$ cat src/rtl/inst_pair_buffer.sv
// rtl/inst_pair_buffer.sv - circular buffer accepting instruction pairs and presenting the two oldest to decode
module inst_pair_buffer #(
    parameter int DEPTH = 8
) (
    input  logic                     clk,
    input  logic                     rst_n,
    input  logic                     fetch_valid,
    input  logic [31:0]              fetch_inst1,
    input  logic [31:0]              fetch_inst2,
    input  logic [31:0]              fetch_pc,
    output logic                     fetch_ready,
    input  logic                     flush,
    input  logic                     stall,
    input  logic                     hazard_control,
    output logic [31:0]              inst1,
    output logic [31:0]              inst2,
    output logic [31:0]              pc1,
    output logic [31:0]              pc2,
    output logic                     inst1_valid,
    output logic                     inst2_valid,
    output logic [$clog2(DEPTH):0]   count
);
    localparam int AW = $clog2(DEPTH);
    localparam int CW = AW + 1;
    localparam logic [31:0] NOP = 32'h0000_0013;

    logic [31:0]   inst_mem [DEPTH];
    logic [31:0]   pc_mem   [DEPTH];
    logic [AW-1:0] rd_ptr;
    logic [AW-1:0] wr_ptr;
    logic [AW-1:0] rd_ptr_plus1;
    logic [AW-1:0] wr_ptr_plus1;
    logic          push;
    logic [1:0]    pop;
    logic [CW-1:0] count_next;

    // Ready ignores any same-cycle pop so it never depends on decode-side inputs.
    assign fetch_ready  = (count <= CW'(DEPTH - 2));
    assign push         = fetch_valid && fetch_ready && !flush;
    assign inst1_valid  = (count >= CW'(1));
    assign inst2_valid  = (count >= CW'(2));
    assign rd_ptr_plus1 = rd_ptr + AW'(1);
    assign wr_ptr_plus1 = wr_ptr + AW'(1);

    always_comb begin
        pop = 2'd0;
        if (!stall && !flush) begin
            if (inst2_valid && !hazard_control) begin
                pop = 2'd2;
            end else if (inst1_valid) begin
                pop = 2'd1;
            end
        end
    end

    assign count_next = count + (push ? CW'(2) : CW'(0)) - CW'(pop);

    always_ff @(posedge clk) begin
        if (!rst_n) begin
            count  <= '0;
            rd_ptr <= '0;
            wr_ptr <= '0;
        end else if (flush) begin
            count  <= '0;
            rd_ptr <= '0;
            wr_ptr <= '0;
        end else begin
            count  <= count_next;
            rd_ptr <= rd_ptr + AW'(pop);
            if (push) begin
                wr_ptr <= wr_ptr + AW'(2);
            end
        end
    end

    // Storage is not reset; occupancy alone decides what is visible.
    always_ff @(posedge clk) begin
        if (push) begin
            inst_mem[wr_ptr]       <= fetch_inst1;
            pc_mem[wr_ptr]         <= fetch_pc;
            inst_mem[wr_ptr_plus1] <= fetch_inst2;
            pc_mem[wr_ptr_plus1]   <= fetch_pc + 32'd4;
        end
    end

    assign inst1 = inst1_valid ? inst_mem[rd_ptr]       : NOP;
    assign pc1   = inst1_valid ? pc_mem[rd_ptr]         : 32'h0;
    assign inst2 = inst2_valid ? inst_mem[rd_ptr_plus1] : NOP;
    assign pc2   = inst2_valid ? pc_mem[rd_ptr_plus1]   : 32'h0;
endmodule

$ cat config.mk
export PLATFORM = sky130hd
export DESIGN_NAME = inst_pair_buffer
export DESIGN_NICKNAME = d
export VERILOG_FILES = /design/src/rtl/inst_pair_buffer.sv
export SDC_FILE = /design/constraint.sdc
export NUM_CORES = 1
export LEC_CHECK = 0
export CAP_MARGIN = 15
export CORE_ASPECT_RATIO = 0.6
export CORE_UTILIZATION = 35
export DETAILED_ROUTE_END_ITERATION = 16
export GPL_ROUTABILITY_DRIVEN = 0
export GPL_TIMING_DRIVEN = 0
export PLACE_DENSITY_LB_ADDON = 0.12
export SYNTH_ARGS = -nofsm -noshare
export SYNTH_HDL_FRONTEND = slang
export SYNTH_SLANG_ARGS = --single-unit
$ cat constraint.sdc
create_clock -name clk -period 8.35 [get_ports clk]
set_input_delay 0.835 -clock clk [delete_from_list [all_inputs] [get_ports clk]]
set_output_delay 0.835 -clock clk [all_outputs]
set_load 0.03 [all_outputs]
Yosys cells after proc, flatten, opt, wreduce, memory -nomap -nowiden
Memories as Yosys holds them, arrays and structs flattened. A register that Yosys moved wholly into a read port is not among the register bits.
Index checks and enable logic that the tools add are counted.
{ "totals": {"ff_bits": 10, "latchBits": 0, "mem_bits_rw": 512, "rom_bits": 0, "in_bits": 102, "out_inout_bits": 135, "elab_cells": 36, "mem_count": 2} }
{ "classes": {"add_sub_neg": 7, "n_mul": 0, "n_div": 0, "magnitude_cmp": 3, "eq_ne": 0, "shift": 0, "muxes": 12, "bitwise_logic": 1, "n_reduce_logical": 8} }
{ "mem_list": {"columns": ["name", "words", "width", "rd", "rd_ports_with_merged_regs", "write_ports", "line", "source"], "rows": [
  ["inst_mem", 8, 32, 2, 1, 2, "27", "logic [31:0] inst_mem [DEPTH];"],
  ["pc_mem", 8, 32, 2, 1, 2, "28", "logic [31:0] pc_mem [DEPTH];"]
]} }
{ "op_table": {"columns": ["cell", "count"], "rows": [
  ["$mux W32", 4],
  ["$add A32 B3 Y32 const B", 1],
  ["$add A3 B1 Y3 const B", 2],
  ["$mux W2", 3],
  ["$mux W3", 2],
  ["$add A4 B2 Y4", 1],
  ["$ge A4 B1 Y1 const B", 1],
  ["$ge A4 B2 Y1 const B", 1],
  ["$le A4 B3 Y1 const B", 1],
  ["$logic_and A1 B1 Y1", 4],
  ["$sub A4 B2 Y4", 1],
  ["$add A3 B2 Y3", 1],
  ["$add A3 B2 Y3 const B", 1],
  ["$logic_not A1 Y1", 3],
  ["$mux W1", 3],
  ["$reduce_or A2 Y1", 1],
  ["$not A1 Y1", 1]
]} }

Longest topological paths before layout
{ "logic_depth": {"ltp_word": 6, "depth_mapped": 14, "depth_no_buf": 13} }

Least setup slack after synthesis
No wires, ideal clock.
{ "synth_timing": {"path_type": "reg2reg", "start": "reg count[2]", "end": "mem inst_mem[0][0], enable pin", "setup_time_ns": 0.500, "arrival_time_ns": 4.217, "required_ns": 7.850, "path_slack_ns": 3.632, "stages_incl_launch_ff": 6, "n_path_buf": 0, "synth_period_minus_slack_ns": 4.718, "path_cell_list": "dfxtp_1 > ha_1 > a21bo_2 > o211ai_1 > nor2_1 > and2_1"} }
{ "synth_lines": {"columns": ["element", "line", "source"], "rows": [
  ["from (decl)", "21", "output logic [$clog2(DEPTH):0] count"],
  ["from (signal assigned)", "68", "count <= count_next;"],
  ["to (decl)", "27", null]
]} }

Worst setup path in the final report
{ "layout_timing": {"start": "reg rd_ptr[0]", "end": "out pc2[10]"} }
{ "layout_via": {"elab_chain_cells": 3} }
{ "layout_lines": {"columns": ["element", "line", "source"], "rows": [
  ["from (decl)", "29", "logic [AW-1:0] rd_ptr;"],
  ["from (signal assigned)", "69", "rd_ptr <= rd_ptr + AW'(pop);"],
  ["$add A3 B1 Y3", "42", "assign rd_ptr_plus1 = rd_ptr + AW'(1);"],
  ["$mem_v2 Z8 W32", null, null],
  ["$mux W32", "89", "assign pc2 = inst2_valid ? pc_mem[rd_ptr_plus1] : 32'h0;"],
  ["to (decl)", "18", "output logic [31:0] pc2,"]
]} }
No other way between the ends.

==> out/metrics.cfg <==
[cells_and_area]
layout.nets = 1729
fin_area_um2 = 29700
antennaDiodeCount = 0
drive_gt1_share_pct = 24.6
area_delta_synth_final_pct = 22.9
fillCellCount = 5997
final_cells = 2565

[clock_network]
cts.sinks = 513
clk_latency_ns = 0.60
clockRootBuffer = clkbuf_16
postCtsHoldBufs = 0
cts_tree = built
cts_inserted_buffers = 51
cts_max_level = 2
clockBufferDepth = 3
post_cts_resized = 0
clk_pin_slew_worst_paths_ns = 0.06
post_cts_buffers = 0

[sta]
setup_viol = 0
setup_tns_ns = 0
fmax_mhz = 206
rsz0062_at_grt = no
hold_viol_final = 0
period_minus_slack_ns = 4.86
maxSlewHeadroom_pct = 31.6
finalCritPeriodShare_pct = 58.2
finalClockSkew_ns = 0.0181
drv_slew = 0
tightest_slew_ns = 1.03

[floorplanning]
die_x_um = 341
rows = 74
die_y_um = 205
initial_utilization_pct = 35.4
io_pins = 237
core_area_um2 = 68100
die_area_um2 = 70100

[power]
intPower_uw = 5070
ir_drop_v = 0.000141
seqPwrFrac_pct = 40.9
power_leakage_uw = 0.00913
swShare_pct = 29.7
power_switching_uw = 2140
power_uw = 7210
power.density_nw_per_um2 = 243
p_comb_share_pct = 24.5
clkPwrFrac_pct = 34.5

[logic_synthesis]
synth_area_leaders = edfxtp_1, mux4_2, mux2i_1
ys_seq_area_share_pct = 63.4
syn_area_per_cell_um2 = 18.4
synth_cell_types = 32
syn_nets = 1432
synth.largest_area_cell = edfxtp_1
syn_area_um2 = 24100
yosysWarnings = 0
syn_inst = 1315
netlist.area_leader.share_pct = 62.7
synth_seq_cells = 513

[global_routing]
grt_usage_pct = 19.5
grt_pass1_wl_mm = 98.7
grt_pass1_vias = 14400
grt_max_degree = 56
antenna_found_initial = 2
grt.overflow.total = 0

[placed_design]
dp_cells = 2471
place_area_um2 = 27900
numPortBuffers = 236
dp_hpwl_mm = 45.2

[detailed_routing]
detail-route-antenna-nets = 0
drc = 0
routed_via_density = 5.46
post_drt_wl_per_cell_um = 26.7
finalWirelength_mm = 68.5
drtIter0Drc = 1273
vias = 14000
dr.pass1.iters = 7

[hold_path]
min_path_type = reg -> reg

[worst_setup_path]
arrival_ns = 4.02
end_kind = primary output
path_max_fanout = 10
start_kind = flip-flop
crit_slowest_cell = xor2_2
worstPathCellList = ha_1 > xor2_2 > clkbuf_1 > nand2_1 > a21oi_1 > clkdlybuf4s50_1
crit_required_ns = 7.52
critical_path_class = reg -> out
critical_path.max_stage_delay_ns = 0.81

[run]
maxCapViolations = 0

[run_status]
status = complete, no violations

==> cell usage in the layout (no fill, tap or decap), types with 15 or more instances in the layout <==
master and instances:
a21oi_1 60, buf_2 44, clkbuf_1 39, clkbuf_16 52, clkdlybuf4s50_1 236, edfxtp_1 504
inv_1 17, mux2i_1 63, mux4_2 252, nand2_1 137, nand3_1 15, nor2_1 73
xnor2_1 23
==> cell usage after synthesis <==
library cell and instances:
edfxtp_1 504, mux4_2 252, nand2_1 137, nor2_1 73
mux2i_1 63, a21oi_1 60, buf_2 44, clkbuf_1 29
xnor2_1 24, inv_1 17, nand3_1 15, and2_1 12
buf_4 12, ha_1 12, and3_1 10, dfxtp_1 9
nand4_1 8, xor2_1 8, buf_1 4, buf_6 4
fa_1 3, and4_1 2, nor3_1 2, nor4_4 2
o21ai_0 2, a21bo_2 1, clkbuf_2 1, nand2b_1 1
nor4_1 1, o211ai_1 1, o21a_1 1, xor2_2 1
==> stage by stage <==
step | hold slack [ns] | setup WS [ns] | utilization [%]
floorplan | 0.518 | 3.63 | -
global placement | 0.552 | 0.552 | 40.6
detailed placement | 0.577 | 4.08 | 40.9
CTS | 0.588 | 3.42 | 43.5
global route | 0.623 | 3.19 | 43.5
finish | 0.583 | 3.49 | 43.5
==> power by group through the flow <==
| stage | clock network (µW) | registers [µW] | logic, µW |
|---|---|---|---|
| 6_report | 2490 | 2950 | 1770 |
| 4_1_cts | 2540 | 2950 | 1800 |
| 3_5_place_dp | 0 | 3010 | 1800 |
| 3_3_place_gp | 0 | 3020 | 1780 |
| 5_1_grt | 2630 | 2960 | 1870 |
| 2_1_floorplan | 0 | 3010 | 966 |
==> area by class of cell <==
class                           count  area, µm²  share of cell area [%]
Timing Repair Buffer              244       2580                    8.70
Clock buffer                       62       1340                    4.51
Clock inverter                     32        447                    1.51
Inverter                           17       63.8                   0.215
Sequential cell                   513      15300                    51.6
Buffer                             94        484                    1.63
Tap cell                          912       1140                    3.85
Multi-Input combinational cell    691       8300                    28.0
==> flip-flops by register name (all words and copies together) (netlist names) <==
register and flops:
inst_mem 256, pc_mem 248, count 4, rd_ptr 3, wr_ptr 2
==> cells by family after synthesis <==
family	Yosys count	synth area share, %
flip-flops	513	63.4
AND/OR/NAND/NOR	263	4.70
buffers and inverters	111	2.27
AO/OA/AOI/OAI	65	1.39
XOR/XNOR	33	1.23
adder cells (fa/ha/maj)	15	0.871
multiplexers	315	26.1
==> critical path, delay by kind of cell (launching register included) <==
| family | cells | cell delay [ns] |
|---|---|---|
| xor+xnor | 1 | 0.81 |
| simple gates | 1 | 0.10 |
| fa+ha+maj | 1 | 0.28 |
| compound gates | 1 | 0.45 |
| buf+inv | 2 | 1.39 |
| flops | 1 | 0.40 |
==> metal layers <==
| metal | wire length [µm] | GRT usage, % | vias to the layer above |
|---|---|---|---|
| met5 | 12 | 0 | - |
| met2 | 31100 | 29.5 | 497 |
| li1 | - | - | 5967 |
| met1 | 31800 | 29.1 | 7456 |
| met3 | 4470 | 3.80 | 73 |
| met4 | 1030 | 4.34 | 2 |
==> path summary, 6_finish.rpt <==
| kind | to | slack, ns | start | cells after the start |
|---|---|---|---|---|
| worst max-delay path | pc2[10] | 3.49 | rd_ptr[0]$_SDFF_PP0_ | 6 |
| worst min-delay path | wr_ptr[2]$_SDFFE_PP0P_ | 0.58 | wr_ptr[2]$_SDFFE_PP0P_ | 2 |
| worst min register to register | wr_ptr[2]$_SDFFE_PP0P_ | 0.58 | wr_ptr[2]$_SDFFE_PP0P_ | 2 |
| worst max register to register | count[3]$_SDFF_PP0_ | 4.69 | count[2]$_SDFF_PP0_ | 14 |
Power figures use the tool's default switching activity.
